**config.mk**
```make
export PLATFORM = sky130hd
export DESIGN_NAME = mask_bbox_tracker_flat
export DESIGN_NICKNAME = d
export VERILOG_FILES = /design/src/rtl/mask_bbox_tracker_pkg.sv /design/src/rtl/mask_bbox_tracker_if.sv /design/src/rtl/mask_bbox_tracker_axis_extent.sv /design/src/rtl/mask_bbox_tracker.sv /design/src/flat_wrapper.sv
export SDC_FILE = /design/constraint.sdc
export NUM_CORES = 1
export LEC_CHECK = 0
export ABC_AREA = 1
export BUFFER_PORTS_ARGS = -buffer_cell sky130_fd_sc_hd__buf_4
export CAP_MARGIN = 20
export CORE_ASPECT_RATIO = 1.1
export CORE_MARGIN = 1
export CORE_UTILIZATION = 24
export CTS_BUF_LIST = sky130_fd_sc_hd__clkbuf_16
export DETAILED_ROUTE_END_ITERATION = 8
export PLACE_DENSITY = 0.45
export SKIP_LAST_GASP = 1
export SYNTH_ARGS = -nofsm -noshare
export SYNTH_HDL_FRONTEND = slang
export SYNTH_SLANG_ARGS = --single-unit
```
**constraint.sdc**
```tcl
create_clock -name clock -period 7.8 [get_ports clock]
set_input_delay 0.78 -clock clock [delete_from_list [all_inputs] [get_ports clock]]
set_output_delay 0.78 -clock clock [all_outputs]
set_load 0.05 [all_outputs]
```
**src/rtl/mask_bbox_tracker_pkg.sv**
```systemverilog
//------------------------------------------------------------------------------
// Package : mask_tracker_pkg
// Shared widths, FSM state type and constants for mask_bbox_tracker.
// Revision: 1.0 - initial release
//------------------------------------------------------------------------------
`default_nettype none

package mask_tracker_pkg;

  localparam int MAX_WIDTH_DEF  = 640;
  localparam int MAX_HEIGHT_DEF = 480;

  localparam int XW      = $clog2(MAX_WIDTH_DEF);
  localparam int YW      = $clog2(MAX_HEIGHT_DEF);
  localparam int COUNT_W = XW + YW;

  // Minimum-tracking registers start here so the first hit always wins
  localparam logic [31:0] EMPTY_MIN = 32'hFFFF_FFFF;

  typedef enum logic [0:0] {
    WAIT_FRAME = 1'b0,
    ACCUM      = 1'b1
  } state_t;

endpackage : mask_tracker_pkg

`default_nettype wire

```
**src/rtl/mask_bbox_tracker_if.sv**
```systemverilog
//------------------------------------------------------------------------------
// Interface : mask_bbox_tracker_if
// Pixel-mask input stream and frame-result valid/ready bundle.
// slave  = tracker side, master = pixel source / result consumer side.
// Revision: 1.0 - initial release
//------------------------------------------------------------------------------
`default_nettype none

interface mask_bbox_tracker_if #(
  parameter int XW = mask_tracker_pkg::XW,
  parameter int YW = mask_tracker_pkg::YW
);

  logic              pixelValid;
  logic              maskBit;
  logic              newLine;
  logic              newFrame;
  logic              resultReady;
  logic              resultValid;
  logic              found;
  logic [XW-1:0]     minX;
  logic [XW-1:0]     maxX;
  logic [YW-1:0]     minY;
  logic [YW-1:0]     maxY;
  logic [XW+YW-1:0]  pixelCount;
  logic              overrun;
  logic [31:0]       sumX;
  logic [31:0]       sumY;

  modport slave (
    input  pixelValid, maskBit, newLine, newFrame, resultReady,
    output resultValid, found, minX, maxX, minY, maxY, pixelCount,
           overrun, sumX, sumY
  );

  modport master (
    output pixelValid, maskBit, newLine, newFrame, resultReady,
    input  resultValid, found, minX, maxX, minY, maxY, pixelCount,
           overrun, sumX, sumY
  );

endinterface : mask_bbox_tracker_if

`default_nettype wire

```
**src/rtl/mask_bbox_tracker_axis_extent.sv**
```systemverilog
//------------------------------------------------------------------------------
// Module  : mask_axis_extent
// Running min/max of one coordinate axis over the hits of a frame.
// init re-arms the pair; a hit coincident with init belongs to the new frame.
// Revision: 1.0 - initial release
//------------------------------------------------------------------------------
`default_nettype none

module mask_axis_extent
  import mask_tracker_pkg::*;
#(
  parameter int W = 10
) (
  input  wire logic         clk_i,
  input  wire logic         rst_ni,
  input  wire logic [W-1:0] coord_i,
  input  wire logic         hit_i,
  input  wire logic         init_i,
  output logic      [W-1:0] min_o,
  output logic      [W-1:0] max_o
);

  localparam logic [W-1:0] EMPTY = EMPTY_MIN[W-1:0];

  logic [W-1:0] min_q, min_d;
  logic [W-1:0] max_q, max_d;

  // Next extent: re-arm on init (seeded by a coincident hit), else widen on hit
  always_comb begin
    min_d = min_q;
    max_d = max_q;
    if (init_i) begin
      min_d = hit_i ? coord_i : EMPTY;
      max_d = hit_i ? coord_i : '0;
    end else if (hit_i) begin
      if (coord_i < min_q) min_d = coord_i;
      if (coord_i > max_q) max_d = coord_i;
    end
  end

  // Extent registers
  always_ff @(posedge clk_i or negedge rst_ni) begin
    if (!rst_ni) begin
      min_q <= EMPTY;
      max_q <= '0;
    end else begin
      min_q <= min_d;
      max_q <= max_d;
    end
  end

  assign min_o = min_q;
  assign max_o = max_q;

endmodule : mask_axis_extent

`default_nettype wire

```
**src/rtl/mask_bbox_tracker.sv**
```systemverilog
//------------------------------------------------------------------------------
// Module  : mask_bbox_tracker
// Reduces a per-pixel threshold mask, frame by frame, to a bounding box and a
// set-pixel count, handed out over a valid/ready handshake.
// Optional feature macro: MASK_CENTROID_EN (builds 32-bit centroid sums).
// Revision: 1.0 - initial release
//------------------------------------------------------------------------------
`default_nettype none

module mask_bbox_tracker
  import mask_tracker_pkg::*;
#(
  parameter int MAX_WIDTH  = MAX_WIDTH_DEF,
  parameter int MAX_HEIGHT = MAX_HEIGHT_DEF
) (
  input  wire logic          clock,
  input  wire logic          nReset,
  mask_bbox_tracker_if.slave bus
);

  localparam int PXW = $clog2(MAX_WIDTH);
  localparam int PYW = $clog2(MAX_HEIGHT);
  localparam int PCW = PXW + PYW;
  localparam logic [PXW-1:0] X_LAST = PXW'(MAX_WIDTH - 1);
  localparam logic [PYW-1:0] Y_LAST = PYW'(MAX_HEIGHT - 1);

  state_t           state_q;
  logic [PXW-1:0]   xPos_q, xPos_d, pixX;
  logic [PYW-1:0]   yPos_q, yPos_d, pixY;
  logic [PCW-1:0]   count_q;
  logic             any_q;
  logic             hit, publish;
  logic [PXW-1:0]   accMinX, accMaxX;
  logic [PYW-1:0]   accMinY, accMaxY;

  logic             resultValid_q, found_q, overrun_q;
  logic [PXW-1:0]   minX_q, maxX_q;
  logic [PYW-1:0]   minY_q, maxY_q;
  logic [PCW-1:0]   pixelCount_q;

  // Coordinate of the current pixel and the next scan position (saturating)
  always_comb begin
    pixX = (bus.newFrame || bus.newLine) ? '0 : xPos_q;
    if (bus.newFrame)     pixY = '0;
    else if (bus.newLine) pixY = (yPos_q == Y_LAST) ? yPos_q : yPos_q + 1'b1;
    else                  pixY = yPos_q;
    xPos_d = pixX;
    if (bus.pixelValid && (pixX != X_LAST)) xPos_d = pixX + 1'b1;
    yPos_d = pixY;
  end

  // A pixel coincident with newFrame is pixel 0 of the frame being opened
  assign hit     = bus.pixelValid && bus.maskBit && ((state_q == ACCUM) || bus.newFrame);
  assign publish = bus.newFrame && (state_q == ACCUM);

  mask_axis_extent #(.W(PXW)) u_ext_x (
    .clk_i(clock), .rst_ni(nReset), .coord_i(pixX), .hit_i(hit),
    .init_i(bus.newFrame), .min_o(accMinX), .max_o(accMaxX)
  );

  mask_axis_extent #(.W(PYW)) u_ext_y (
    .clk_i(clock), .rst_ni(nReset), .coord_i(pixY), .hit_i(hit),
    .init_i(bus.newFrame), .min_o(accMinY), .max_o(accMaxY)
  );

  // Scan position, saturating set-pixel count and any-hit flag
  always_ff @(posedge clock or negedge nReset) begin
    if (!nReset) begin
      xPos_q  <= '0;
      yPos_q  <= '0;
      count_q <= '0;
      any_q   <= 1'b0;
    end else begin
      xPos_q <= xPos_d;
      yPos_q <= yPos_d;
      if (bus.newFrame) begin
        count_q <= hit ? PCW'(1) : '0;
        any_q   <= hit;
      end else if (hit) begin
        if (count_q != '1) count_q <= count_q + 1'b1;
        any_q <= 1'b1;
      end
    end
  end

  // Frame FSM with registered result outputs and valid/ready/overrun tracking
  always_ff @(posedge clock or negedge nReset) begin
    if (!nReset) begin
      state_q       <= WAIT_FRAME;
      resultValid_q <= 1'b0;
      found_q       <= 1'b0;
      overrun_q     <= 1'b0;
      minX_q        <= '0;
      maxX_q        <= '0;
      minY_q        <= '0;
      maxY_q        <= '0;
      pixelCount_q  <= '0;
    end else begin
      case (state_q)
        WAIT_FRAME: if (bus.newFrame) state_q <= ACCUM;
        default:    state_q <= ACCUM;
      endcase
      if (publish) begin
        resultValid_q <= 1'b1;
        found_q       <= any_q;
        minX_q        <= any_q ? accMinX : '0;
        maxX_q        <= any_q ? accMaxX : '0;
        minY_q        <= any_q ? accMinY : '0;
        maxY_q        <= any_q ? accMaxY : '0;
        pixelCount_q  <= any_q ? count_q : '0;
        if (resultValid_q && !bus.resultReady) overrun_q <= 1'b1;
      end else if (resultValid_q && bus.resultReady) begin
        resultValid_q <= 1'b0;
      end
    end
  end

`ifdef MASK_CENTROID_EN
  logic [31:0] accSumX_q, accSumY_q, sumX_q, sumY_q;

  // Centroid sums: accumulate per frame (wrapping), publish alongside the box
  always_ff @(posedge clock or negedge nReset) begin
    if (!nReset) begin
      accSumX_q <= '0;
      accSumY_q <= '0;
      sumX_q    <= '0;
      sumY_q    <= '0;
    end else begin
      if (bus.newFrame) begin
        accSumX_q <= hit ? 32'(pixX) : '0;
        accSumY_q <= hit ? 32'(pixY) : '0;
      end else if (hit) begin
        accSumX_q <= accSumX_q + 32'(pixX);
        accSumY_q <= accSumY_q + 32'(pixY);
      end
      if (publish) begin
        sumX_q <= accSumX_q;
        sumY_q <= accSumY_q;
      end
    end
  end

  assign bus.sumX = sumX_q;
  assign bus.sumY = sumY_q;
`else
  assign bus.sumX = '0;
  assign bus.sumY = '0;
`endif

  assign bus.resultValid = resultValid_q;
  assign bus.found       = found_q;
  assign bus.overrun     = overrun_q;
  assign bus.minX        = minX_q;
  assign bus.maxX        = maxX_q;
  assign bus.minY        = minY_q;
  assign bus.maxY        = maxY_q;
  assign bus.pixelCount  = pixelCount_q;

endmodule : mask_bbox_tracker

`default_nettype wire

```
**src/flat_wrapper.sv**
```systemverilog
// flat-port wrapper written by rule: the top's interface ports become plain ports
module mask_bbox_tracker_flat import mask_tracker_pkg::*;
#(
  parameter int MAX_WIDTH  = MAX_WIDTH_DEF,
  parameter int MAX_HEIGHT = MAX_HEIGHT_DEF
)
  (clock, nReset, bus_pixelValid, bus_maskBit, bus_newLine, bus_newFrame, bus_resultReady, bus_resultValid, bus_found, bus_minX, bus_maxX, bus_minY, bus_maxY, bus_pixelCount, bus_overrun, bus_sumX, bus_sumY);
  mask_bbox_tracker_if bus_i ();
  input  wire logic clock;
  input  wire logic nReset;
  input wire logic [$bits(bus_i.pixelValid)-1:0] bus_pixelValid;
  input wire logic [$bits(bus_i.maskBit)-1:0] bus_maskBit;
  input wire logic [$bits(bus_i.newLine)-1:0] bus_newLine;
  input wire logic [$bits(bus_i.newFrame)-1:0] bus_newFrame;
  input wire logic [$bits(bus_i.resultReady)-1:0] bus_resultReady;
  output wire logic [$bits(bus_i.resultValid)-1:0] bus_resultValid;
  output wire logic [$bits(bus_i.found)-1:0] bus_found;
  output wire logic [$bits(bus_i.minX)-1:0] bus_minX;
  output wire logic [$bits(bus_i.maxX)-1:0] bus_maxX;
  output wire logic [$bits(bus_i.minY)-1:0] bus_minY;
  output wire logic [$bits(bus_i.maxY)-1:0] bus_maxY;
  output wire logic [$bits(bus_i.pixelCount)-1:0] bus_pixelCount;
  output wire logic [$bits(bus_i.overrun)-1:0] bus_overrun;
  output wire logic [$bits(bus_i.sumX)-1:0] bus_sumX;
  output wire logic [$bits(bus_i.sumY)-1:0] bus_sumY;
  assign bus_i.pixelValid = bus_pixelValid;
  assign bus_i.maskBit = bus_maskBit;
  assign bus_i.newLine = bus_newLine;
  assign bus_i.newFrame = bus_newFrame;
  assign bus_i.resultReady = bus_resultReady;
  assign bus_resultValid = bus_i.resultValid;
  assign bus_found = bus_i.found;
  assign bus_minX = bus_i.minX;
  assign bus_maxX = bus_i.maxX;
  assign bus_minY = bus_i.minY;
  assign bus_maxY = bus_i.maxY;
  assign bus_pixelCount = bus_i.pixelCount;
  assign bus_overrun = bus_i.overrun;
  assign bus_sumX = bus_i.sumX;
  assign bus_sumY = bus_i.sumY;
  mask_bbox_tracker #(.MAX_WIDTH(MAX_WIDTH), .MAX_HEIGHT(MAX_HEIGHT)) u_core (.clock(clock), .nReset(nReset), .bus(bus_i));
endmodule
```
Word level (Yosys, flattened, before mapping)
Cells that the tools add are included.

Input bits: 7. Word-level logic and storage cells: 85. RAM bits: 0. Output and inout bits: 124. Latch bits: 0. Flip-flop bits (word level): 138. Memories kept: 0. ROM bits: 0.

Eq/ne operators: 3. Multiplexer cells: 36. Shifts and indexed selects: 0. Reduce and logical (&&, ||, !) cells: 22. Div/mod/pow operators: 0. $mul: 0. Magnitude comparators: 4. Add/sub/neg operators: 3. Bitwise gates (word level): 0.

Operators by type and width (number): two-way mux 10 bit (12); two-way mux 9 bit (13); two-way mux 19 bit (4); adder 19 x 1 -> 19 bit (second input constant) (1); inequality test 19 bit (second input constant) (1); nonzero test 2 bit (7); AND reduction 2 bit (6); adder 10 x 1 -> 10 bit (second input constant) (1); greater-than comparator 10 bit (1); < comparator 10 bit (1); inequality test 10 bit (second input constant) (1); adder 9 x 1 -> 9 bit (second input constant) (1); == test 9 bit (second input constant) (1); greater-than comparator 9 bit (1); < comparator 9 bit (1); two-way mux 1 bit (7); logical AND 1 bit (6); logical OR 1 bit (2); zero test 1 bit (1).

Logic depth before layout (Yosys ltp)
Gate-level depths: netlist of the first run.

Depth after elaboration: 8. Gate-level depth with buffers: 20.

Cells and area by module
From an unflattened synthesis of the first run, not the netlist that was laid out.

Cell total of the unflattened synthesis: 1071. Area total of the unflattened synthesis: 8244.2 µm².

Modules (own cells, without submodules): mask_bbox_tracker (area each 5322.6 µm², cells an instance 658, times used 1); mask_axis_extent at u_core.u_ext_x (area each 1521.5 µm², cells an instance 214, times used 1); mask_axis_extent at u_core.u_ext_y (area each 1400.1 µm², cells an instance 199, times used 1).

Worst setup path before layout of the first run
Ideal clock, no wire load.

Kind: input -> register. Start: input bus_newLine. End: register u_core.u_ext_y.max_q[1], in the netlist u_core.u_ext_y.max_o[1]. Required time: 7674 ps. Data arrival time: 2512 ps. Path slack: 5162 ps. Library setup time: 126 ps. Cell stages on the path: 13. Cells stage by stage: clkbuf_1 > or2_2 > nand3_1 > inv_1 > ha_1 > nand2_1 > nor2_1 > nand4_1 > o21ai_0 > nand2_1 > nand2_2 > clkbuf_2 > o21ai_0.

Word-level cells in the longest chain between the ends: 5. Elaborated cells on any way between the ends: 9. Those cells by class: 1 x order compare; 6 x mux; 2 x reduce/logical.

RTL lines: start: declaration (line flat_wrapper.sv:13) `input wire logic [$bits(bus_i.newLine)-1:0] bus_newLine;`; two-way mux 9 bit (line mask_bbox_tracker.sv:45) `else if (bus.newLine) pixY = (yPos_q == Y_LAST) ? yPos_q : yPos_q + 1'b1;`; two-way mux 9 bit (line mask_bbox_tracker.sv:44) `if (bus.newFrame) pixY = '0;`; named net u_core.pixY[7] (line mask_bbox_tracker.sv:29) `logic [PYW-1:0] yPos_q, yPos_d, pixY;`; greater-than comparator 9 bit (line mask_bbox_tracker_axis_extent.sv:37) `if (coord_i > max_q) max_d = coord_i;`; nonzero test 2 bit (no source line); AND reduction 2 bit (no source line); end signal: assignment (line mask_bbox_tracker_axis_extent.sv:48) `max_q <= max_d;`; end: declaration (line mask_bbox_tracker_axis_extent.sv:26) `logic [W-1:0] max_q, max_d;`.

The timed path passes the listed nets, and every way through them passes these cells. The select of a mux whose other input is x is not followed. A chain may end at the register's enable or synchronous reset.

Worst setup path after layout of the first run
Start: input bus_newFrame. End: register u_core.u_ext_y.max_q[7], in the netlist u_core.u_ext_y.max_o[7].

Word-level cells in the longest chain between the ends: 4. Elaborated cells on any way between the ends: 11. Those cells by class: 1 x order compare; 5 x mux; 5 x reduce/logical.

RTL lines: start: declaration (line flat_wrapper.sv:14) `input wire logic [$bits(bus_i.newFrame)-1:0] bus_newFrame;`; two-way mux 9 bit (line mask_bbox_tracker.sv:44); named net u_core.pixY[2] (line mask_bbox_tracker.sv:29); greater-than comparator 9 bit (line mask_bbox_tracker_axis_extent.sv:37); nonzero test 2 bit (no source line); AND reduction 2 bit (no source line).

The timed path passes the listed nets, and every way through them passes these cells. The select of a mux whose other input is x is not followed.

==> results of run 1 <==
[routing by layer]
metal	vias to the layer above	global-route usage	share of wire
met2	101	0.204	0.49
met5	-	0	0
met4	0	0.0492	0.011
met1	2730	0.163	0.46
met3	11	0.0286	0.036
li1	2928	-	-
[cells by family (layout without fill, tap and decap cells)]
kind of cell | after synthesis | after routing | share of synthesized area
buf+inv | 193 | 207 | 0.132
other cells | 1 | 64 | 0.000503
fa+ha+maj | 39 | 39 | 0.0654
xor+xnor | 11 | 11 | 0.0129
simple gates | 383 | 383 | 0.224
compound gates | 140 | 140 | 0.0996
flops | 138 | 138 | 0.466
[flip-flops by register name (all words and copies together) (netlist names), 10 cells and up]
register,cells
u_core.bus.maxX,10
u_core.bus.minX,10
u_core.bus.pixelCount,19
u_core.count_q,19
u_core.u_ext_x.max_o,10
u_core.u_ext_x.min_o,10
u_core.xPos_q,10
[placed cells by master (no fill, tap or decap), types with 4 or more instances in the layout]
master / count
a21oi_1: 30
buf_4: 68
bufinv_16: 5
clkbuf_16: 17
clkinvlp_4: 4
conb_1: 64
dfrtp_1: 119
dfstp_2: 19
ha_1: 39
inv_1: 99
inv_2: 4
nand2_1: 238
nand2_2: 5
nand3_1: 55
nand4_1: 13
nor2_1: 39
nor2_4: 5
nor3_1: 12
o21ai_0: 96
xor2_1: 10
[where the power goes]
group / leakage, nW / internal (W) / switching, W
logic: 2.21 / 0.0000651 / 0.000236
registers: 1.82 / 0.000761 / 0.0000232
clock network: 0.306 / 0.000568 / 0.000330
total: 4.33 / 0.00139 / 0.000589
[layout make-up]
type	count	area [um^2]
Fill cell	3326	21700
Sequential cell	138	3480
Multi-Input combinational cell	637	3240
Timing Repair Buffer	70	542
Tap cell	414	518
Clock buffer	17	425
Inverter	105	394
Clock inverter	15	221
[final timing paths]
| check | end | cells after the start | start |
|---|---|---|---|
| worst max-delay path | u_core.u_ext_y.max_o[7] | 13 | bus_newFrame |
| worst min-delay path | u_core.bus.maxX[8] | 1 | nReset |
| worst max register to register | u_core.u_ext_y.max_o[7] | 17 | u_core.yPos_q[0] |
| worst min register to register | u_core.u_ext_x.min_o[5] | 2 | u_core.u_ext_x.min_o[5] |
| max in group asynchronous | u_core.u_ext_y.min_o[4] | 3 | nReset |
| min in group clock | u_core.u_ext_x.min_o[5] | 2 | u_core.u_ext_x.min_o[5] |
[critical path, stage by stage]
cell and delay, ps:
buf_4 170, inv_2 680, nand2_1 150, nor2_1 290
ha_1 330, a21oi_1 150, o21ai_0 90, a21oi_1 120
o21ai_0 90, nand2_1 70, nand2_2 170, nand2_1 150
o21ai_0 80
[synth_stat cells (2+ instances only)]
cell      number  share of area
inv_2          4         0.0020
nand2_4        2         0.0030
buf_4         64          0.064
a21oi_2        2         0.0023
inv_1         99          0.050
dfstp_2       19          0.067
buf_1          2         0.0010
nor3_1        12         0.0080
dfrtp_1      119           0.40
nor2_4         5         0.0075
nor4_1         3         0.0025
o211ai_1       3         0.0030
buf_6          2         0.0030
nand3b_1       3         0.0030
o21ai_1        2         0.0013
a21oi_1       30          0.020
o21ai_0       96          0.064
ha_1          39          0.065
nor2_2         3         0.0025
clkinv_1       2         0.0010
nand3_1       56          0.038
clkbuf_1      15         0.0075
nand2_2        4         0.0034
nand2_1      239           0.12
buf_2          4         0.0027
or2_2          2         0.0017
nand4_1       13          0.011
xor2_1        10          0.012
nor2_1        39          0.020
[stage by stage]
stage | setup slack, ps | power [W]
floorplan | 5160 | 0.00104
global placement | 4400 | 0.00110
detailed placement | 4270 | 0.00110
CTS | 4730 | 0.00202
global route | 4380 | 0.00208
finish | 4750 | 0.00198
==> impl_metrics.yaml, run 1 <==
run_status:
  outcome: "complete, no violations"
die:
  start_util: 0.245
  fp.dieH_um: 187
  die_w_um: 170
  die_area_mm2: 0.0318
  ios: 131
  core_mm2: 0.0305
  num_rows: 67
sta:
  hold_viol: 0
  hold_ws_ps: 337
  grt_setup_unrepaired: "false"
  layout_min_cycle_time_ps: 3050
  setup_viol: 0
  relSlewSlack: 0.382
  tns_ps: 0
  max_slew.worst_pin.slew_ps: 926
  fin_crit_sh: 0.391
  fin_skew_ps: 7.52
  fmax_ghz: 0.328
  final_max_slew_viol_count: 0
placement:
  io_buffers: 66
  dp.cells: 1363
  gp_congestion: 0.797
  dp_hpwl_um: 13400
  dpl_cell_area_mm2: 0.00815
yosys:
  synth-edff-count: 0
  yosys_warnings: 0
  async_reset_ff_frac: 1.00
  mappedNetlistArea_mm2: 0.00746
  synth_ff_type: "dfrtp_1"
  synth-seq-cells: 138
  synth-seq-area-share: 0.466
  synth.avg_cell_area_um2: 8.25
  yosysUniqueCellTypes: 41
  syn_inst: 905
layout:
  stdcell_area_mm2: 0.00882
  synthToLayoutAreaGrowth_pct: 18.2
  utilization: 0.289
  layout.nets: 1015
  antenna_cells: 0
  stdcell_count: 1396
  layout-drive-gt1-share: 0.151
drt:
  viasPerCell: 4.13
  drt_wl_total_um: 18800
  ant_nets: 0
  vias: 5770
  drc: 0
  detail_route.first_pass.iterations: 4
  dr.first_iter.drc_count: 329
  wire_per_inst_um: 13.5
power_and_ir_drop:
  peakVddDrop_v: 0.000154
  power_leakage_nw: 4.33
  powerDensity_mw_per_mm2: 225
clock_network:
  numClockSinks: 138
  post_cts_buffers: 0
  hold_buffers: 0
  clk_latency_ps: 420
  htreeDepth: 4
  cts-root-buf: "clkbuf_16"
  cts_buffers: 17
  cts_buffer_depth: 2
  cts_tree: "done"
  cts.clk_slew.worst_paths_ps: 60
  cts_resized: 0
global_route:
  grt_usage: 0.127
  grt_pass1_vias: 5917
  grt_max_degree: 78
  grt.overflow.total: 0
  grt_first_pass_wirelength_um: 31300
  antenna_found_initial: 0
setup_path:
  crit_arrival_ps: 3350
  r2r_setup_slack_ps: 4840
  crit_type: "in -> reg"
  cp-end-kind: "register"
  start_kind: "input port"
  cp_max_fo: 48
  cp_data_required_time_ps: 8090
min_path:
  min_path_type: "in -> async"
run:
  max-cap-violations: 0
No activity file was read; power rests on OpenSTA's default activity.
==> inputs of run 2 (changes only) <==
--- a/config.mk
+++ b/config.mk
@@ -5,7 +5,7 @@
 export SDC_FILE = /design/constraint.sdc
 export NUM_CORES = 1
 export LEC_CHECK = 0
-export ABC_AREA = 1
+export ABC_AREA = 0
 export BUFFER_PORTS_ARGS = -buffer_cell sky130_fd_sc_hd__buf_4
 export CAP_MARGIN = 20
 export CORE_ASPECT_RATIO = 1.1
==> constraint.sdc (replaced) <==
create_clock -name clock -period 3.1 [get_ports clock]
set_input_delay 0.31 -clock clock [delete_from_list [all_inputs] [get_ports clock]]
set_output_delay 0.31 -clock clock [all_outputs]
set_load 0.05 [all_outputs]
==> impl_metrics.yaml, run 2 <==
layout:
  fillers: 3203
  synthToLayoutAreaGrowth_pct: 20.4
  layout_commonest_cell: "nand2_1"
  layout.nets: 912
  mostFrequentLayoutCells: "138 x nand2_1, 119 x dfrtp_1, 101 x buf_4, 64 x inv_1, 64 x conb_1"
  layout-drive-gt1-share: 0.210
  antenna_cells: 0
drt:
  ant_nets: 0
  viasPerCell: 4.15
  detail_route.first_pass.iterations: 4
  drc: 0
  wire_per_inst_um: 13.9
  dr.first_iter.drc_count: 269
  drt_wl_total_um: 18000
  vias: 5361
die:
  die_w_um: 171
  ios: 131
  num_rows: 67
  start_util: 0.245
  die_area_mm2: 0.0320
  fp.dieH_um: 187
  core_mm2: 0.0306
global_route:
  antenna_found_initial: 0
  grt_usage: 0.119
  grt_max_degree: 68
  grt_first_pass_wirelength_um: 29500
  grt.overflow.total: 0
  grt_pass1_vias: 5435
sta:
  relSlewSlack: 0.428
  fmax_ghz: 0.339
  fin_crit_sh: 0.952
  max_slew.worst_pin.slew_ps: 856
  layout_min_cycle_time_ps: 2950
  setup_viol: 0
  grt_setup_unrepaired: "false"
  final_max_slew_viol_count: 0
  hold_viol: 0
  hold_ws_ps: 170
  tns_ps: 0
  fin_skew_ps: 8.84
yosys:
  yosys_warnings: 0
  synth_ff_type: "dfrtp_1"
  syn_inst: 773
  ys_top_cells_by_count: "139 x nand2_1, 119 x dfrtp_1, 66 x buf_4"
  synth-seq-cells: 138
  synth-edff-count: 0
  synth_area_leaders: "dfrtp_1 40%, nand2_1 7.0%, dfstp_2 6.7%"
  synth_top_cell_by_area: "dfrtp_1"
  yosysMostFrequentCell: "nand2_1"
  synth.avg_cell_area_um2: 9.71
  synth-seq-area-share: 0.463
  mappedNetlistArea_mm2: 0.00751
  netlist.area_leader.share: 0.397
  async_reset_ff_frac: 1.00
  yosysUniqueCellTypes: 70
placement:
  gp_congestion: 0.762
  io_buffers: 66
  dp_hpwl_um: 13100
clock_network:
  numClockSinks: 138
  htreeDepth: 4
  cts_buffer_depth: 2
  cts.clk_slew.worst_paths_ps: 60
  cts-root-buf: "clkbuf_16"
  cts_buffers: 17
  clk_latency_ps: 420
  cts_tree: "done"
power_and_ir_drop:
  power_w: 0.00446
  peakVddDrop_v: 0.000360
  powerDensity_mw_per_mm2: 494
  power_leakage_nw: 4.36
setup_path:
  reg2regPathDepth: 12
  cp_data_required_time_ps: 3440
  reg2reg_to: "u_core.u_ext_y.min_o[7]"
  crit_type: "reg -> reg"
  cp-end-kind: "register"
  crit_start: "u_core.yPos_q[0]"
  r2r_setup_slack_ps: 150
  cp_max_fo: 7
  crit_end: "u_core.u_ext_y.min_o[7]"
  crit_arrival_ps: 3290
  start_kind: "register"
  r2r-start: "u_core.yPos_q[0]"
min_path:
  min_path_type: "in -> reg"
run:
  max-cap-violations: 0
run_status:
  outcome: "complete, no violations"
[run 2: repair_timing]
item                                    CTS  global route
buffers inserted                          0             1
endpoints found under the hold margin    51             0
pin swaps                                 0             1
endpoints found under the setup margin    4            16
resized for setup                         1            10
hold buffers                              1             0
[run 2: layout make-up]
cell class                      count  area (um^2)  share of cell area
Multi-Input combinational cell    541         3440               0.381
Timing Repair Buffer              107          851              0.0941
Clock buffer                       17          425              0.0471
Tap cell                          414          518              0.0573
Sequential cell                   138         3480               0.385
Inverter                           61          229              0.0253
Clock inverter                     15         98.8              0.0109
[run 2: worst min path at each step]
stage | start | to | slack (ps) | cells past startpoint
4_1_cts | bus_resultReady | u_core.bus.resultValid | 150 | 3
6_report | bus_resultReady | u_core.bus.resultValid | 170 | 3
3_5_place_dp | nReset | u_core.bus.maxX[8] | 390 | 1
2_1_floorplan | nReset | u_core.any_q | 10 | 0
5_1_grt | bus_resultReady | u_core.bus.resultValid | 180 | 3
3_3_place_gp | nReset | u_core.bus.maxX[4] | 390 | 1
[run 2: power by group]
part / switching [W] / leakage [nW] / internal [W] / total, W
clock: 0.000765 / 0.269 / 0.00107 / 0.00184
sequential: 0.0000420 / 1.83 / 0.00189 / 0.00193
combinational: 0.000527 / 2.26 / 0.000165 / 0.000691
total: 0.00133 / 4.36 / 0.00313 / 0.00446
[run 2: cells by family after synthesis]
logic type	after synthesis	share of synthesized area
compound gates	133	0.125
other cells	1	0.000500
mux	30	0.0422
buf+inv	157	0.117
xor+xnor	28	0.0337
simple gates	247	0.154
flops	138	0.463
fa+ha+maj	39	0.0650
[run 2: stage by stage]
stage,cells,util,setup slack (ps),area (um^2)
detailed placement,1259,0.277,17.1,8460
global placement,1258,0.276,36.1,8450
finish,1293,0.295,148,9040
CTS,1292,0.294,1.76,8990
floorplan,836,-,242,7740
global route,1293,0.295,9.37,9040
[run 2: critical path, stage by stage (launching register included)]
cell and delay, ps:
dfrtp_1 410, ha_4 180, nand4_4 130, o21ai_1 240, nor2_1 80, xor2_1 140
nand2_1 130, inv_1 100, ha_1 280, and4_2 220, a2111o_1 400, o21a_4 270
mux2_4 300
[run 2: per-layer routing]
metal	up-vias	track usage	wire length (um)
met5	-	0	0
met4	0	0.0298	131
met3	12	0.0317	814
met2	96	0.192	8510
met1	2567	0.156	8540
li1	2686	-	-
